### config.mk
export PLATFORM = sky130hd
export DESIGN_NAME = mem_access
export DESIGN_NICKNAME = d
export VERILOG_FILES = /design/src/rtl/mem_access_pkg.sv /design/src/rtl/mem_load_align.sv /design/src/rtl/mem_access.sv
export SDC_FILE = /design/constraint.sdc
export NUM_CORES = 1
export LEC_CHECK = 0
export ABC_AREA = 0
export CAP_MARGIN = 10
export CORE_MARGIN = 10
export CORE_UTILIZATION = 41
export CTS_BUF_LIST = sky130_fd_sc_hd__clkbuf_8
export DETAILED_ROUTE_END_ITERATION = 6
export PLACE_DENSITY_LB_ADDON = 0.1
export REMOVE_ABC_BUFFERS = 1
export SYNTH_ARGS = -nofsm -noshare
export SYNTH_HDL_FRONTEND = slang
export SYNTH_SLANG_ARGS = --single-unit
### constraint.sdc
create_clock -name clk -period 6.1 [get_ports clk]
set_clock_uncertainty 0.15 [all_clocks]
set_input_delay 1.22 -clock clk [delete_from_list [all_inputs] [get_ports clk]]
set_output_delay 1.22 -clock clk [all_outputs]
set_load 0.03 [all_outputs]
### src/rtl/mem_access_pkg.sv
// ---------------------------------------------------------------------------
// mem_access_pkg
//   Shared definitions for the memory stage:
//     `MMOP_W / `MMOP : width and range of the one-hot memory-op vector
//     MOP_*           : bit index of each memory op inside that vector
//     LOAD_MASK       : which memory ops return data to the register file
//     mem_state_e     : 3-bit encoding of the bus-transaction FSM
//     is_load_op()    : true when the one-hot op is any kind of load
// ---------------------------------------------------------------------------
`ifndef MEM_ACCESS_DEFS_SVH
`define MEM_ACCESS_DEFS_SVH
`define MMOP_W 12
`define MMOP `MMOP_W-1:0
`endif

package mem_access_pkg;

  localparam int MOP_LB  = 0;
  localparam int MOP_LBU = 1;
  localparam int MOP_LH  = 2;
  localparam int MOP_LHU = 3;
  localparam int MOP_LW  = 4;
  localparam int MOP_SB  = 5;
  localparam int MOP_SH  = 6;
  localparam int MOP_SW  = 7;
  localparam int MOP_LWL = 8;
  localparam int MOP_LWR = 9;
  localparam int MOP_SWL = 10;
  localparam int MOP_SWR = 11;

  // lb, lbu, lh, lhu, lw, lwl, lwr
  localparam logic [`MMOP] LOAD_MASK = 12'b0011_0001_1111;

  typedef enum logic [2:0] {
    ST_IDLE      = 3'd0,
    ST_REQ       = 3'd1,
    ST_WAIT      = 3'd2,
    ST_HOLD      = 3'd3,
    ST_DRAIN_REQ = 3'd4,
    ST_DRAIN     = 3'd5
  } mem_state_e;

  function automatic logic is_load_op(input logic [`MMOP] memop);
    return |(memop & LOAD_MASK);
  endfunction

endpackage

### src/rtl/mem_load_align.sv
// ---------------------------------------------------------------------------
// mem_load_align
//   Purely combinational load extractor / merger (little-endian).
//   Ports:
//     memop_i    one-hot memory op
//     addr_low_i byte offset within the word
//     rdata_i    raw word returned by the data bus
//     rtvalue_i  current rt value, merged in for lwl/lwr
//     wdata_o    value to be written to the register file
//   Non-load ops pass rdata_i through; the caller ignores it in that case.
// ---------------------------------------------------------------------------
module mem_load_align
  import mem_access_pkg::*;
(
  input  logic [`MMOP] memop_i,
  input  logic [1:0]   addr_low_i,
  input  logic [31:0]  rdata_i,
  input  logic [31:0]  rtvalue_i,
  output logic [31:0]  wdata_o
);

  logic [7:0]  sel_byte;
  logic [15:0] sel_half;
  logic        unused_store_ops;

  // Store ops never reach the register file through this path.
  assign unused_store_ops = ^{memop_i[MOP_SB], memop_i[MOP_SH], memop_i[MOP_SW],
                              memop_i[MOP_SWL], memop_i[MOP_SWR]};

  // Byte lane picked by the offset; half lane picked by offset bit 1.
  always_comb begin
    case (addr_low_i)
      2'd0:    sel_byte = rdata_i[7:0];
      2'd1:    sel_byte = rdata_i[15:8];
      2'd2:    sel_byte = rdata_i[23:16];
      default: sel_byte = rdata_i[31:24];
    endcase
    sel_half = addr_low_i[1] ? rdata_i[31:16] : rdata_i[15:0];
  end

  // lwl fills the register from its top down; lwr from its bottom up.
  always_comb begin
    wdata_o = rdata_i;
    if (memop_i[MOP_LB]) begin
      wdata_o = {{24{sel_byte[7]}}, sel_byte};
    end else if (memop_i[MOP_LBU]) begin
      wdata_o = {24'd0, sel_byte};
    end else if (memop_i[MOP_LH]) begin
      wdata_o = {{16{sel_half[15]}}, sel_half};
    end else if (memop_i[MOP_LHU]) begin
      wdata_o = {16'd0, sel_half};
    end else if (memop_i[MOP_LW]) begin
      wdata_o = rdata_i;
    end else if (memop_i[MOP_LWL]) begin
      case (addr_low_i)
        2'd0:    wdata_o = {rdata_i[7:0],  rtvalue_i[23:0]};
        2'd1:    wdata_o = {rdata_i[15:0], rtvalue_i[15:0]};
        2'd2:    wdata_o = {rdata_i[23:0], rtvalue_i[7:0]};
        default: wdata_o = rdata_i;
      endcase
    end else if (memop_i[MOP_LWR]) begin
      case (addr_low_i)
        2'd0:    wdata_o = rdata_i;
        2'd1:    wdata_o = {rtvalue_i[31:24], rdata_i[31:8]};
        2'd2:    wdata_o = {rtvalue_i[31:16], rdata_i[31:16]};
        default: wdata_o = {rtvalue_i[31:8],  rdata_i[31:24]};
      endcase
    end
  end

endmodule

### src/rtl/mem_access.sv
// ---------------------------------------------------------------------------
// mem_access
//   Memory pipeline stage. Issues one data-bus transaction at a time over a
//   req/addr_ok/data_ok handshake, aligns load data, stalls the pipeline
//   until the access completes, registers the result toward writeback and
//   silently drains responses belonging to flushed instructions.
//
//   Ports:
//     clk, rst            clock, asynchronous active-high reset
//     mem_*_i             instruction currently in MEM (from EX register)
//     data_*_o / data_*_i data-bus master side
//     mem_wren_o .. pc_o  registered result toward WB
//     mem_stallreq_o      stall request to the pipeline controller
//     mem_wdata_bp_o      bypass value (value about to be registered)
//     mem_nofwd_bp_o      bypass value not yet valid (load still pending)
//     mem_stall_cnt_o     stall-cycle counter
//
//   Optional feature macro: MEM_STALL_CNT_EN
//     defined   -> mem_stall_cnt_o counts cycles with mem_stallreq_o high,
//                  saturating at all-ones
//     undefined -> mem_stall_cnt_o is tied to zero
// ---------------------------------------------------------------------------
module mem_access
  import mem_access_pkg::*;
#(
  parameter int STALL_CNT_W = 32
) (
  input  logic                   clk,
  input  logic                   rst,
  input  logic                   mem_flush_i,
  input  logic                   mem_stall_i,
  input  logic                   mem_memen_i,
  input  logic                   mem_has_exc_i,
  input  logic [`MMOP]           mem_memop_i,
  input  logic [3:0]             mem_memwen_i,
  input  logic [31:0]            mem_memaddr_i,
  input  logic [1:0]             mem_memaddr_low_i,
  input  logic [31:0]            mem_memwdata_i,
  input  logic [31:0]            mem_rtvalue_i,
  input  logic [3:0]             mem_wren_i,
  input  logic [4:0]             mem_waddr_i,
  input  logic [31:0]            mem_wdata_i,
  input  logic [31:0]            mem_pc_i,
  output logic                   data_req_o,
  output logic                   data_wr_o,
  output logic [3:0]             data_wstrb_o,
  output logic [31:0]            data_addr_o,
  output logic [31:0]            data_wdata_o,
  input  logic                   data_addr_ok_i,
  input  logic                   data_data_ok_i,
  input  logic [31:0]            data_rdata_i,
  output logic [3:0]             mem_wren_o,
  output logic [4:0]             mem_waddr_o,
  output logic [31:0]            mem_wdata_o,
  output logic [31:0]            mem_pc_o,
  output logic                   mem_stallreq_o,
  output logic [31:0]            mem_wdata_bp_o,
  output logic                   mem_nofwd_bp_o,
  output logic [STALL_CNT_W-1:0] mem_stall_cnt_o
);

  mem_state_e  state_q, state_d;

  logic        access;
  logic        load_access;
  logic        data_avail;
  logic        buf_load;

  logic [31:0] lat_addr_q;
  logic [31:0] lat_wdata_q;
  logic [3:0]  lat_wstrb_q;
  logic        lat_wr_q;

  logic [31:0] rbuf_q;
  logic [31:0] load_src;
  logic [31:0] load_val;
  logic [31:0] wdata_next;

  assign access      = mem_memen_i & ~mem_has_exc_i & ~mem_flush_i;
  assign load_access = access & is_load_op(mem_memop_i);

  // State register.
  always_ff @(posedge clk or posedge rst) begin
    if (rst) begin
      state_q <= ST_IDLE;
    end else begin
      state_q <= state_d;
    end
  end

  // Next-state logic plus stall request. A flush that lands after the bus
  // has accepted a request cannot cancel it, so the FSM walks through the
  // DRAIN states and throws the orphaned response away before anything new
  // is issued. A flush together with addr_ok in REQ means the request was
  // just accepted, hence straight to DRAIN.
  always_comb begin
    state_d        = state_q;
    buf_load       = 1'b0;
    data_avail     = 1'b0;
    mem_stallreq_o = 1'b0;
    case (state_q)
      ST_IDLE: begin
        mem_stallreq_o = access;
        if (access) begin
          state_d = data_addr_ok_i ? ST_WAIT : ST_REQ;
        end
      end
      ST_REQ: begin
        mem_stallreq_o = 1'b1;
        if (data_addr_ok_i) begin
          state_d = mem_flush_i ? ST_DRAIN : ST_WAIT;
        end else if (mem_flush_i) begin
          state_d = ST_DRAIN_REQ;
        end
      end
      ST_WAIT: begin
        mem_stallreq_o = ~data_data_ok_i;
        data_avail     = data_data_ok_i;
        if (mem_flush_i) begin
          state_d = data_data_ok_i ? ST_IDLE : ST_DRAIN;
        end else if (data_data_ok_i) begin
          if (mem_stall_i) begin
            state_d  = ST_HOLD;
            buf_load = 1'b1;
          end else begin
            state_d = ST_IDLE;
          end
        end
      end
      ST_HOLD: begin
        data_avail = 1'b1;
        if (mem_flush_i || !mem_stall_i) begin
          state_d = ST_IDLE;
        end
      end
      ST_DRAIN_REQ: begin
        mem_stallreq_o = access;
        if (data_addr_ok_i) begin
          state_d = ST_DRAIN;
        end
      end
      ST_DRAIN: begin
        mem_stallreq_o = access;
        if (data_data_ok_i) begin
          state_d = ST_IDLE;
        end
      end
      default: state_d = ST_IDLE;
    endcase
  end

  // Bus drive. In IDLE the request goes out straight from the stage inputs
  // so an access can be accepted in its first cycle; afterwards the latched
  // copy keeps the address stable even if the upstream inputs wiggle.
  always_comb begin
    data_req_o   = 1'b0;
    data_wr_o    = lat_wr_q;
    data_wstrb_o = lat_wstrb_q;
    data_addr_o  = lat_addr_q;
    data_wdata_o = lat_wdata_q;
    case (state_q)
      ST_IDLE: begin
        data_req_o   = access;
        data_wr_o    = |mem_memwen_i;
        data_wstrb_o = mem_memwen_i;
        data_addr_o  = mem_memaddr_i;
        data_wdata_o = mem_memwdata_i;
      end
      ST_REQ, ST_DRAIN_REQ: data_req_o = 1'b1;
      default: data_req_o = 1'b0;
    endcase
  end

  // Request latch, refreshed whenever a request is presented from IDLE.
  always_ff @(posedge clk or posedge rst) begin
    if (rst) begin
      lat_addr_q  <= '0;
      lat_wdata_q <= '0;
      lat_wstrb_q <= '0;
      lat_wr_q    <= 1'b0;
    end else if (state_q == ST_IDLE && access) begin
      lat_addr_q  <= mem_memaddr_i;
      lat_wdata_q <= mem_memwdata_i;
      lat_wstrb_q <= mem_memwen_i;
      lat_wr_q    <= |mem_memwen_i;
    end
  end

  // Read-data buffer for a response that arrives while the pipeline is
  // stalled downstream; the bus will not present it again.
  always_ff @(posedge clk or posedge rst) begin
    if (rst) begin
      rbuf_q <= '0;
    end else if (buf_load) begin
      rbuf_q <= data_rdata_i;
    end
  end

  assign load_src = (state_q == ST_HOLD) ? rbuf_q : data_rdata_i;

  mem_load_align u_align (
    .memop_i    (mem_memop_i),
    .addr_low_i (mem_memaddr_low_i),
    .rdata_i    (load_src),
    .rtvalue_i  (mem_rtvalue_i),
    .wdata_o    (load_val)
  );

  assign wdata_next     = load_access ? load_val : mem_wdata_i;
  assign mem_wdata_bp_o = wdata_next;
  assign mem_nofwd_bp_o = load_access & ~data_avail;

  // Result register toward WB. Flush has priority and empties the slot.
  always_ff @(posedge clk or posedge rst) begin
    if (rst) begin
      mem_wren_o  <= '0;
      mem_waddr_o <= '0;
      mem_wdata_o <= '0;
      mem_pc_o    <= '0;
    end else if (mem_flush_i) begin
      mem_wren_o  <= '0;
      mem_waddr_o <= '0;
      mem_wdata_o <= '0;
      mem_pc_o    <= '0;
    end else if (!mem_stall_i && !mem_stallreq_o) begin
      mem_wren_o  <= mem_wren_i;
      mem_waddr_o <= mem_waddr_i;
      mem_wdata_o <= wdata_next;
      mem_pc_o    <= mem_pc_i;
    end
  end

`ifdef MEM_STALL_CNT_EN
  logic [STALL_CNT_W-1:0] stall_cnt_q;

  // Saturating count of cycles in which this stage asked for a stall.
  always_ff @(posedge clk or posedge rst) begin
    if (rst) begin
      stall_cnt_q <= '0;
    end else if (mem_stallreq_o && (stall_cnt_q != {STALL_CNT_W{1'b1}})) begin
      stall_cnt_q <= stall_cnt_q + {{(STALL_CNT_W-1){1'b0}}, 1'b1};
    end
  end

  assign mem_stall_cnt_o = stall_cnt_q;
`else
  assign mem_stall_cnt_o = '0;
`endif

endmodule

# ---- Word level (Yosys, flattened, before mapping)
# Index checks and enable logic that the tools add are counted.
dict set report op_classes {
  n_mux 45
  n_eq_ne 13
  reduce_logical 13
  bitwise_logic 8
}
# cell n
set op_table {}
lappend op_table {{32-bit 2-to-1 mux} 15}
lappend op_table {{32-bit one-hot mux with 3 select lines} 2}
lappend op_table {{3-bit 2-to-1 mux} 10}
lappend op_table {{8-bit one-hot mux with 3 select lines} 1}
lappend op_table {{3-bit one-hot mux with 6 select lines} 1}
lappend op_table {{16-bit 2-to-1 mux} 1}
lappend op_table {{4-bit 2-to-1 mux} 3}
lappend op_table {{5-bit 2-to-1 mux} 2}
lappend op_table {{2-bit != test, second input constant} 4}
lappend op_table {{7-bit OR reduction} 1}
lappend op_table {{3-bit by 2-bit == test with 1-bit output, second input constant} 2}
lappend op_table {{3-bit == test, second input constant} 2}
lappend op_table {{3-bit != test, second input constant} 2}
lappend op_table {{6-bit AND reduction} 1}
lappend op_table {{1-bit 2-to-1 mux} 5}
lappend op_table {{1-bit bitwise AND} 4}
lappend op_table {{2-bit 2-to-1 mux} 2}
lappend op_table {{1-bit inverter} 4}
lappend op_table {{1-bit one-hot mux with 2 select lines} 2}
lappend op_table {{4-bit OR reduction} 1}
lappend op_table {{3-bit by 1-bit == test with 1-bit output, second input constant} 1}
lappend op_table {{3-bit logical NOT} 1}
lappend op_table {{1-bit one-hot mux with 3 select lines} 1}
lappend op_table {{3-bit OR reduction} 1}
lappend op_table {{8 further kinds} 10}
dict set report totals {
  register_bits 177
  wordCells 89
  in_bits 227
}

# ---- Longest topological paths before layout
dict set report logic_depth {
  ltp_word 13
  ltp_mapped 10
  depth_no_buf 6
}

# ---- Cells and area by module
# Synthesis repeated with hierarchy kept, for this count alone.
dict set report unflattened {
  cells_unflattened 1089
  hier_area_um2 11217.0
}
# module area_each_um2 cells_per_inst instances
set modules_own_cells {}
lappend modules_own_cells {mem_access 9140.0 768 1}
lappend modules_own_cells {mem_load_align 2077.0 321 1}

# ---- Worst setup path before layout
# Ideal clock, no wire load.
dict set report synth_path {
  path_type {input port to output port}
  start {input mem_memop_i[0]}
  end {output mem_wdata_bp_o[15]}
  stages 7
  required_ns 4.730
  arrival_ns 2.996
  path_slack_ns 1.734
  path_cell_list {or4_1 -> buf_2 -> o31a_1 -> buf_2 -> nand2_1 -> a221oi_1 -> nor2_1}
}
dict set report synth_between {
  elab_chain_cells 3
  word_cells_on_any_way 4
  classes_between {mux (2); bitwise (1); reduce/logical (1)}
}
# item line
set synth_lines {}
lappend synth_lines {{from (decl)} mem_access.sv:34} ;# input logic [`MMOP] mem_memop_i,
lappend synth_lines {{7-bit OR reduction} mem_access_pkg.sv:44} ;# return |(memop & LOAD_MASK);
lappend synth_lines {{1-bit bitwise AND} mem_access.sv:80} ;# assign load_access = access & is_load_op(mem_memop_i);
lappend synth_lines {{32-bit 2-to-1 mux (*)} mem_access.sv:209} ;# assign wdata_next = load_access ? load_val : mem_wdata_i;
lappend synth_lines {{to (decl)} mem_access.sv:57} ;# output logic [31:0] mem_wdata_bp_o,
# Every way passes the cells marked *; elsewhere a longest branch is shown, timed or not.

# ---- Worst setup path in the final report
dict set report layout_path {
  start {input mem_memop_i[4]}
  end {output mem_wdata_bp_o[2]}
}
dict set report layout_between {
  elab_chain_cells 6
  word_cells_on_any_way 8
  classes_between {mux (6); bitwise (1); reduce/logical (1)}
}
# item line
set layout_lines {}
lappend layout_lines {{32-bit 2-to-1 mux} mem_load_align.sv:52} ;# end else if (memop_i[MOP_LW]) begin
lappend layout_lines {{32-bit 2-to-1 mux} mem_load_align.sv:50} ;# end else if (memop_i[MOP_LHU]) begin
lappend layout_lines {{32-bit 2-to-1 mux} mem_load_align.sv:48} ;# end else if (memop_i[MOP_LH]) begin
lappend layout_lines {{32-bit 2-to-1 mux} mem_load_align.sv:46} ;# end else if (memop_i[MOP_LBU]) begin
lappend layout_lines {{32-bit 2-to-1 mux} mem_load_align.sv:44} ;# if (memop_i[MOP_LB]) begin
lappend layout_lines {{32-bit 2-to-1 mux (*)} mem_access.sv:209}
# Marked as above.

==> load_flow_metrics.sql <==
INSERT INTO impl_metrics (metric_group, metric, value, unit) VALUES
('grt', 'grt_overflow_total', '0', ''),
('placement', 'post-place-cells', '1753', ''),
('timing', 'min_period_over_period', '90.5', '%'),
('grt', 'grt_first_pass_wirelength', '66.4', 'mm'),
('timing', 'setup-violations-final', '0', ''),
('pwr', 'power.total', '6.43', 'mW'),
('die', 'die_width', '185', 'um'),
('die', 'start_util', '41.5', '%'),
('synth', 'yosys.area_share.simple', '8.44', '%'),
('clock_tree', 'cts_hold_repair.buffers', '0', ''),
('layout', 'final_cell_mix', '367 x sky130_fd_sc_hd__clkdlybuf4s50_1, 189 x sky130_fd_sc_hd__mux2_2, 177 x sky130_fd_sc_hd__dfrtp_1', ''),
('synth', 'synth_top_flop_cell', 'sky130_fd_sc_hd__dfrtp_1', ''),
('worst_hold_path', 'worstHoldStart', 'mem_wdata_o[11]', ''),
('die', 'fp.dieH', '185', 'um'),
('routing', 'post_drt_antenna_nets', '0', ''),
('layout', 'area.growth.synth_to_final', '42.0', '%'),
('timing', 'max_slew_margin', '16.4', '%'),
('clock_tree', 'cts_tree', 'yes', ''),
('synth', 'post_synth_fa_ha_maj_area_fraction', '0', '%'),
('grt', 'grt.total_usage', '25.6', '%'),
('synth', 'postSynthAreaPerCell', '10.5', 'sq um'),
('pwr', 'vdd_ir_drop_max', '0.191', 'mV'),
('setup_path', 'worstSetupEndpointType', 'output pin', ''),
('grt', 'via_count_of_the_first_global_routing_pass', '9985', ''),
('synth', 'synthArstFlopShare', '100', '%'),
('routing', 'detailroute.via_count', '10100', ''),
('routing', 'postRouteWirelength', '45.6', 'mm'),
('synth', 'ys_ff_latch', '177', ''),
('pwr', 'power_leakage', '6.68', 'nW'),
('synth', 'yosys_warnings', '0', ''),
('timing', 'period_minus_slack', '5520', 'ps'),
('placement', 'number_of_buffers_added_on_ports', '398', ''),
('synth', 'synthDistinctLibCells', '61', ''),
('layout', 'fin_cells', '1790', ''),
('setup_path', 'r2r-start', 'state_q[2]', ''),
('layout', 'final_net_count', '1658', ''),
('setup_path', 'max_stage_delay', '990', 'ps'),
('pwr', 'total_power_divided_by_cell_area', '407', 'nW/um^2'),
('placement', 'globalplace.congestion', '0.955', ''),
('clock_tree', 'cts_inserted_buffers', '17', ''),
('routing', 'drt_pre_antenna_iters', '7', ''),
('synth', 'synth_mux_area_share', '26.3', '%'),
('clock_tree', 'cts.reportedPaths.clkPinSlew', '110', 'ps'),
('synth', 'synthesis.instances', '1063', ''),
('routing', 'post-route-drc-count', '0', ''),
('synth', 'synth.cell_area', '11100', 'sq um'),
('timing', 'tightest_slew', '1240', 'ps'),
('setup_path', 'worstSetupStartpoint', 'mem_memop_i[4]', ''),
('clock_tree', 'cts_root_buf', 'sky130_fd_sc_hd__clkbuf_8', ''),
('worst_hold_path', 'worstHoldPathType', 'reg2reg', ''),
('synth', 'synth-edff-count', '0', ''),
('clock_tree', 'resized_gates_after_cts', '0', ''),
('setup_path', 'timing_worst_setup_path_type', 'in2out', ''),
('routing', 'drt_iter0_markers', '907', ''),
('layout', 'leading_cell_type_in_the_layout_fill_and_taps_excluded', 'sky130_fd_sc_hd__clkdlybuf4s50_1', ''),
('setup_path', 'critical_path.slowest_cell', 'sky130_fd_sc_hd__o31ai_1', ''),
('status', 'outcome', 'finished, final reports clean', ''),
('synth', 'synth_sequential_area_ratio', '39.8', '%'),
('placement', 'placed_cell_areas', '15400', 'sq um'),
('grt', 'number_of_antenna_violations_at_the_first_check_in_global_routing', '6', ''),
('timing', 'rsz_0062_raised_after_global_routing', 'false', ''),
('layout', 'layout-drive-gt1-share', '22.0', '%'),
('timing', 'hold-worst-slack', '335', 'ps'),
('placement', 'detail_placement_hpwl', '35.4', 'mm'),
('timing', 'timing_max_transition_violations_final', '0', ''),
('setup_path', 'path_cells', 'clkdlybuf4s50_1 > buf_4 > o31ai_1 > o22ai_1 > a211oi_1 > nor2_1 > buf_4', ''),
('setup_path', 'worst_ep_required_time', '4730', 'ps'),
('clock_tree', 'cts_post_setup_buffers_inserted', '0', ''),
('timing', 'finalHoldViolCount', '0', ''),
('synth', 'synth-compound-area-share', '19.0', '%'),
('setup_path', 'category_of_the_worst_setup_path_launch_point', 'input port', '');
==> Yosys cell counts (10+ instances only) <==
library cell	instances	share of area (%)
sky130_fd_sc_hd__inv_1	20	0.68
sky130_fd_sc_hd__mux2i_1	38	3.4
sky130_fd_sc_hd__a22o_1	43	3.4
sky130_fd_sc_hd__mux2_2	189	19
sky130_fd_sc_hd__nor2_1	100	3.4
sky130_fd_sc_hd__dfrtp_1	177	40
sky130_fd_sc_hd__a211oi_1	33	2.2
sky130_fd_sc_hd__o21ai_0	29	1.3
sky130_fd_sc_hd__o31ai_1	17	1.1
sky130_fd_sc_hd__clkbuf_1	47	1.6
sky130_fd_sc_hd__buf_4	36	2.4
sky130_fd_sc_hd__a21o_1	13	0.88
sky130_fd_sc_hd__nor3_1	18	0.81
sky130_fd_sc_hd__mux4_2	15	3.0
sky130_fd_sc_hd__a21oi_1	54	2.4
sky130_fd_sc_hd__a221oi_1	10	0.79
sky130_fd_sc_hd__o22ai_1	10	0.56
sky130_fd_sc_hd__buf_2	13	0.59
sky130_fd_sc_hd__nor2b_1	10	0.56
sky130_fd_sc_hd__nand2_1	53	1.8
==> cells by family (layout without fill, tap and decap cells) <==
kind of cell           count (synthesis)  after routing
muxes                                248            248
and+or+nand+nor                      210            210
other                                  1             37
buffers and inverters                134            484
AOI/OAI and AO/OA                    293            293
DFF                                  177            177
==> power breakdown <==
group / internal, mW / switching, mW
Sequential: 1.59 / 0.260
Clock: 0.324 / 0.540
Combinational: 1.71 / 2.01
==> final cells by class <==
type	count	area, sq um
Fill cell	2335	11000
Multi-Input combinational cell	783	6120
Sequential cell	177	4430
Timing Repair Buffer	429	4300
Tap cell	341	427
Clock buffer	18	248
Clock inverter	14	166
Inverter	23	91.3
Antenna cell	5	12.5
==> worst paths after layout <==
check / to / slack (ps) / depth (start not counted)
hold / removal: mem_wdata_o[11] / 330 / 2
max in group asynchronous: lat_wstrb_q[0] / 3600 / 3
min in group asynchronous: mem_pc_o[3] / 1170 / 2
setup reg to reg: mem_wdata_o[0] / 2490 / 7
setup / recovery: mem_wdata_bp_o[2] / 580 / 7
hold reg to reg: mem_wdata_o[11] / 330 / 2
==> sequential cells by signal, summed over array words and instances (netlist names) <==
name,flops
lat_addr_q,32
lat_wdata_q,32
lat_wr_q,1
lat_wstrb_q,4
mem_pc_o,32
mem_waddr_o,5
mem_wdata_o,32
mem_wren_o,4
rbuf_q,32
state_q,3
==> per-stage QoR <==
step	setup WS [ps]	util, %	TNS, ps
4_1_cts	597	58.9	0
5_1_grt	400	58.9	0
3_5_place_dp	602	57.3	0
6_report	578	58.9	0
3_3_place_gp	626	57.3	0
2_1_floorplan	-3480	-	-359030
==> worst max-delay path, delay by kind of cell <==
family	cells	cell delay [ps]
buffers and inverters	3	1040
and+or+nand+nor	1	110
AOI/OAI and AO/OA	3	1770
==> routing by layer <==
layer / share of wire [%] / GRT usage [%] / up-vias
met5: 0.029 / 0 / -
met4: 2.5 / 8.32 / 2
met3: 8.0 / 6.54 / 60
met2: 50 / 44.2 / 426
met1: 40 / 30.4 / 4993
li1: - / - / 4651
No activity file was read; power rests on OpenSTA's default activity.
